===== src/rtl/phase_tdc.sv =====
// phase_tdc: counter-based phase detector running on the 240 MHz PLL clock.
// Each reference period it reports the delay from the reference rising edge to
// the first signal rising edge (phase_cnt) and the reference period
// (period_cnt), both in clk cycles.
//
// Ports:
//   clk        - 240 MHz PLL clock (only clock in the block)
//   rst_n      - asynchronous active-low reset
//   en         - measurement enable, synchronous to clk
//   ref_in     - asynchronous reference square wave
//   sig_in     - asynchronous measured square wave
//   phase_cnt  - cycles from reference rise to first signal rise
//   period_cnt - cycles between consecutive reference rises
//   meas_valid - one-cycle strobe, phase_cnt/period_cnt updated
//   miss       - one-cycle strobe, period closed with no signal edge
//   timeout    - one-cycle strobe, period counter saturated
//   busy       - high while measuring a period
module phase_tdc #(
  parameter int CNT_W       = 16,
  parameter int SYNC_STAGES = 2
) (
  input  logic             clk,
  input  logic             rst_n,
  input  logic             en,
  input  logic             ref_in,
  input  logic             sig_in,
  output logic [CNT_W-1:0] phase_cnt,
  output logic [CNT_W-1:0] period_cnt,
  output logic             meas_valid,
  output logic             miss,
  output logic             timeout,
  output logic             busy
);

  typedef enum logic [1:0] {
    IDLE     = 2'd0,
    WAIT_REF = 2'd1,
    MEAS     = 2'd2
  } state_t;

  localparam logic [CNT_W-1:0] CNT_MAX = '1;
  localparam logic [CNT_W-1:0] CNT_ONE = CNT_W'(1);

  // Identical pipelines on both inputs keep their relative latency equal.
  logic [SYNC_STAGES-1:0] ref_sync, sig_sync;
  logic                   ref_dly, sig_dly;
  logic                   ref_rise, sig_rise;

  always_ff @(posedge clk or negedge rst_n) begin
    if (!rst_n) begin
      ref_sync <= '0;
      sig_sync <= '0;
      ref_dly  <= 1'b0;
      sig_dly  <= 1'b0;
    end else begin
      ref_sync <= {ref_sync[SYNC_STAGES-2:0], ref_in};
      sig_sync <= {sig_sync[SYNC_STAGES-2:0], sig_in};
      ref_dly  <= ref_sync[SYNC_STAGES-1];
      sig_dly  <= sig_sync[SYNC_STAGES-1];
    end
  end

  assign ref_rise = ref_sync[SYNC_STAGES-1] & ~ref_dly;
  assign sig_rise = sig_sync[SYNC_STAGES-1] & ~sig_dly;

  state_t           state, state_n;
  logic [CNT_W-1:0] per_ctr, per_ctr_n;
  logic [CNT_W-1:0] ph_lat, ph_lat_n;
  logic             got_sig, got_sig_n;
  logic [CNT_W-1:0] phase_n, period_n;
  logic             valid_n, miss_n, timeout_n;

  always_comb begin
    state_n   = state;
    per_ctr_n = per_ctr;
    ph_lat_n  = ph_lat;
    got_sig_n = got_sig;
    phase_n   = phase_cnt;
    period_n  = period_cnt;
    valid_n   = 1'b0;
    miss_n    = 1'b0;
    timeout_n = 1'b0;

    if (!en) begin
      state_n = IDLE;
    end else begin
      case (state)
        IDLE: begin
          state_n = WAIT_REF;
        end

        WAIT_REF: begin
          if (ref_rise) begin
            state_n   = MEAS;
            per_ctr_n = CNT_ONE;
            got_sig_n = 1'b0;
            if (sig_rise) begin
              ph_lat_n  = '0;
              got_sig_n = 1'b1;
            end
          end
        end

        MEAS: begin
          if (ref_rise) begin
            // Close the current period and start the next one in the same cycle.
            period_n = per_ctr;
            if (got_sig) begin
              phase_n = ph_lat;
              valid_n = 1'b1;
            end else begin
              miss_n = 1'b1;
            end
            per_ctr_n = CNT_ONE;
            got_sig_n = 1'b0;
            // A coincident signal edge belongs to the new period at phase 0.
            if (sig_rise) begin
              ph_lat_n  = '0;
              got_sig_n = 1'b1;
            end
          end else if (per_ctr == CNT_MAX) begin
            timeout_n = 1'b1;
            state_n   = WAIT_REF;
          end else begin
            per_ctr_n = per_ctr + CNT_ONE;
            if (sig_rise && !got_sig) begin
              ph_lat_n  = per_ctr;
              got_sig_n = 1'b1;
            end
          end
        end

        default: begin
          state_n = IDLE;
        end
      endcase
    end
  end

  always_ff @(posedge clk or negedge rst_n) begin
    if (!rst_n) begin
      state      <= IDLE;
      per_ctr    <= '0;
      ph_lat     <= '0;
      got_sig    <= 1'b0;
      phase_cnt  <= '0;
      period_cnt <= '0;
      meas_valid <= 1'b0;
      miss       <= 1'b0;
      timeout    <= 1'b0;
      busy       <= 1'b0;
    end else begin
      state      <= state_n;
      per_ctr    <= per_ctr_n;
      ph_lat     <= ph_lat_n;
      got_sig    <= got_sig_n;
      phase_cnt  <= phase_n;
      period_cnt <= period_n;
      meas_valid <= valid_n;
      miss       <= miss_n;
      timeout    <= timeout_n;
      // Registered from the next state so busy tracks MEAS without decode logic on the output.
      busy       <= (state_n == MEAS);
    end
  end

endmodule

===== config.mk =====
export PLATFORM = sky130hd
export DESIGN_NAME = phase_tdc
export DESIGN_NICKNAME = d
export VERILOG_FILES = /design/src/rtl/phase_tdc.sv
export SDC_FILE = /design/constraint.sdc
export NUM_CORES = 1
export LEC_CHECK = 0
export ABC_CLOCK_PERIOD_IN_PS = 2150
export BUFFER_PORTS_ARGS = -buffer_cell sky130_fd_sc_hd__buf_4
export CORE_AREA = 2 2 77 79
export CTS_BUF_LIST = sky130_fd_sc_hd__clkbuf_8
export DETAILED_ROUTE_END_ITERATION = 10
export DIE_AREA = 0 0 79 81
export GPL_TIMING_DRIVEN = 0
export PLACE_DENSITY = 0.79
export SYNTH_ARGS = -nofsm -noshare
export SYNTH_HDL_FRONTEND = slang
export SYNTH_SLANG_ARGS = --single-unit

===== constraint.sdc =====
create_clock -name clk -period 2.15 [get_ports clk]
set_clock_uncertainty 0.1 [all_clocks]
set_input_delay 0.3225 -clock clk [delete_from_list [all_inputs] [get_ports clk]]
set_output_delay 0.3225 -clock clk [all_outputs]
set_load 0.01 [all_outputs]

==> impl_metrics.json <==
{
  "worstSetupStartpointType": "register",
  "row_count": 28,
  "synth-async-reset-ratio": 1.000,
  "p_per_area_nw_per_um2": 746.5,
  "area_growth_pct": 23.66,
  "grt_pass1_vias": 2059,
  "hold_viol_final": 0,
  "synth_fp_nets": 251,
  "max_freq_mhz": 484.3,
  "synth.largest_area_cell": "dfrtp_1",
  "slew_viol_final": 0,
  "cpPeakStageDelay_ns": 0.42,
  "p_leak_nw": 1.927,
  "place_congestion": 0.9231,
  "synthCells": 245,
  "holdCritPathClass": "input port to async pin",
  "yosysSeqAreaShare": 0.6053,
  "viasPerCell": 5.649,
  "place_ws_ns": -0.08341,
  "grt_usage": 0.2112,
  "fin_crit_sh": 0.9604,
  "cts_tree": "built",
  "clk_latency_ns": 0.34,
  "worst_slew_pin_slew_ns": 0.9025,
  "antenna_found_initial": 0,
  "die_w_um": 79,
  "cts-htree-levels": 3,
  "yosys_register_bits": 77,
  "final_common_cell": "dfrtp_1",
  "synth.avg_cell_area_sq_um": 12.99,
  "grt_pass1_wl_um": 10290,
  "most-common-layout-cells": "dfrtp_1 (74), buf_4 (48), mux2_2 (32), nand2_1 (18), a22o_1 (17)",
  "rsz0062_at_grt": "true",
  "total_power_mw": 2.938,
  "cp_cell_sequence": "ha_4, nand4_1, or2_4, nor3_4, nor4_4, buf_6, a22o_1",
  "power_frac_seq": 0.532,
  "synth_area_sq_um": 3183,
  "p_sw_uw": 665.5,
  "fin_nets": 313,
  "grt_max_degree": 78,
  "p_sw_frac": 0.2265,
  "end_kind": "register",
  "clock-sinks": 77,
  "cts.path.max_buffers": 2,
  "via_count": 2186,
  "ys_warn_count": 0,
  "die_h_um": 81,
  "avgRoutedWirePerCell_um": 15.89,
  "worst-setup-path-type": "register to register",
  "drtPass1Iterations": 4,
  "clock_power_share": 0.404,
  "worst_ep_required_time_ns": 2.28,
  "dp_hpwl_um": 4217,
  "setup_viol": 0,
  "max_slew_margin": 0.3983,
  "drtIter0Drc": 141,
  "wl_um": 6149,
  "synth_edf_count": 0,
  "grt_overflow": 0,
  "coreArea_sq_um": 5675,
  "io_buffers": 40,
  "r2r_slack_ns": 0.09,
  "min_period_ns": 2.065,
  "clockRootBuffer": "clkbuf_8",
  "yosysUniqueCellTypes": 46,
  "setup_ws_ns": 0.08506,
  "drc": 0,
  "path_max_fanout": 10,
  "cts_inserted_buffers": 9,
  "yosys-top-cells-area": "dfrtp_1 (61%), mux2_2 (11%), a22o_1 (4.7%)",
  "post_dp_cell_area_sq_um": 3577,
  "dieArea_sq_um": 6399,
  "status": "finished, final reports clean",
  "max-vdd-ir-drop_v": 0.0006273,
  "synth_top_area_frac": 0.6053,
  "ys.flop_type": "dfrtp_1",
  "cts.clk_slew.worst_paths_ns": 0.08,
  "pin_count": 41,
  "initial_utilization": 0.5608,
  "final_antenna_net_count": 0,
  "layout-drive-gt1-share": 0.3942,
  "arrival_ns": 2.19,
  "combPwrFrac": 0.064,
  "p_int_mw": 2.273,
  "maxCapViolCount": 0,
  "fin_area_sq_um": 3936,
  "diodes": 0,
  "slowest_stage": "dfrtp_2"
}
## per-stage QoR
| stage | std cells | utilization | setup TNS, ns | hold slack, ns |
|---|---|---|---|---|
| after floorplan | 245 | - | 0 | -0.07309 |
| after global placement | 360 | 0.6303 | -0.2016 | 0.2339 |
| after detailed placement | 360 | 0.6303 | -0.6239 | 0.2363 |
| after CTS | 379 | 0.6761 | 0 | 0.04771 |
| after global routing | 387 | 0.6936 | -0.08449 | 0.1030 |
| final | 387 | 0.6936 | 0 | 0.007934 |
## layer usage
metal  vias to the layer above  share of wire  track usage
met4                         0          0.015      0.09483
met1                      1080           0.46       0.2976
met2                        62           0.48       0.3229
li1                       1034              -            -
met3                        10          0.042      0.04000
met5                         -              0            0
## synthesized netlist by cell type (3+ instances only)
master    instances
dfrtp_1          77
mux2_2           32
nand2_1          18
a22o_1           17
a21oi_1           8
nand3_1           8
nor2_1            8
a31oi_1           7
nor3_1            6
buf_2             5
inv_1             5
and3_1            4
o21a_1            4
nand2b_1          3
o211ai_1          3
o21ai_0           3
## registers in the layout, indices dropped and copies added, names as in the netlist, 2 cells and up
signal      flops
ph_lat         16
ref_sync        2
state           2
sig_sync        2
per_ctr        16
phase_cnt      16
period_cnt     16
## path summary, 6_finish.rpt
| path | from | depth (start not counted) | endpoint |
|---|---|---|---|
| worst max register to register | per_ctr[0]$_DFFE_PN0P_ | 7 | ph_lat[14]$_DFFE_PN0P_ |
| worst max-delay path | per_ctr[0]$_DFFE_PN0P_ | 7 | ph_lat[14]$_DFFE_PN0P_ |
| worst min register to register | sig_sync[0]$_DFF_PN0_ | 0 | sig_sync[1]$_DFF_PN0_ |
| max in group asynchronous | rst_n | 1 | per_ctr[1]$_DFFE_PN0P_ |
| worst min-delay path | rst_n | 1 | phase_cnt[13]$_DFFE_PN0P_ |
| min in group clk | en | 2 | state[0]$_DFF_PN0_ |
## worst max-delay path: cells and delay by family, from the launching register on
family,cells,cell delay [ns]
compound gates,1,0.23
fa+ha+maj,1,0.16
buf+inv,1,0.16
flops,1,0.42
simple gates,4,0.87
## repair_timing
item	in CTS	in global routing
gates resized for setup	1	8
setup buffers	1	8
hold buffers	2	0
hold endpoints to repair	2	0
pin swaps	1	5
setup endpoints to repair	15	45
## cells by family after synthesis
logic type | after synthesis | share of synthesized area
muxes | 34 | 0.1195
AOI/OAI and AO/OA | 55 | 0.1278
DFF | 77 | 0.6053
and+or+nand+nor | 65 | 0.1164
adders and majority gates | 1 | 0.003930
buffers and inverters | 13 | 0.02712
## final cells by class
| class | count | area (sq um) |
|---|---|---|
| Sequential cell | 77 | 1931 |
| Fill cell | 424 | 1739 |
| Multi-Input combinational cell | 155 | 1201 |
| Timing Repair Buffer | 51 | 400.4 |
| Clock buffer | 10 | 137.6 |
| Tap cell | 75 | 93.84 |
| Clock inverter | 6 | 86.33 |
| Buffer | 8 | 67.56 |
| Inverter | 5 | 18.77 |
## power groups by stage
stage / Combinational, mW / Sequential (mW) / Clock, mW
final: 0.187 / 1.56 / 1.19
after global routing: 0.209 / 1.57 / 1.28
after CTS: 0.171 / 1.56 / 1.21
after detailed placement: 0.165 / 1.59 / 0
after global placement: 0.159 / 1.59 / 0
after floorplan: 0.0818 / 1.58 / 0
Power figures use the tool's default switching activity.
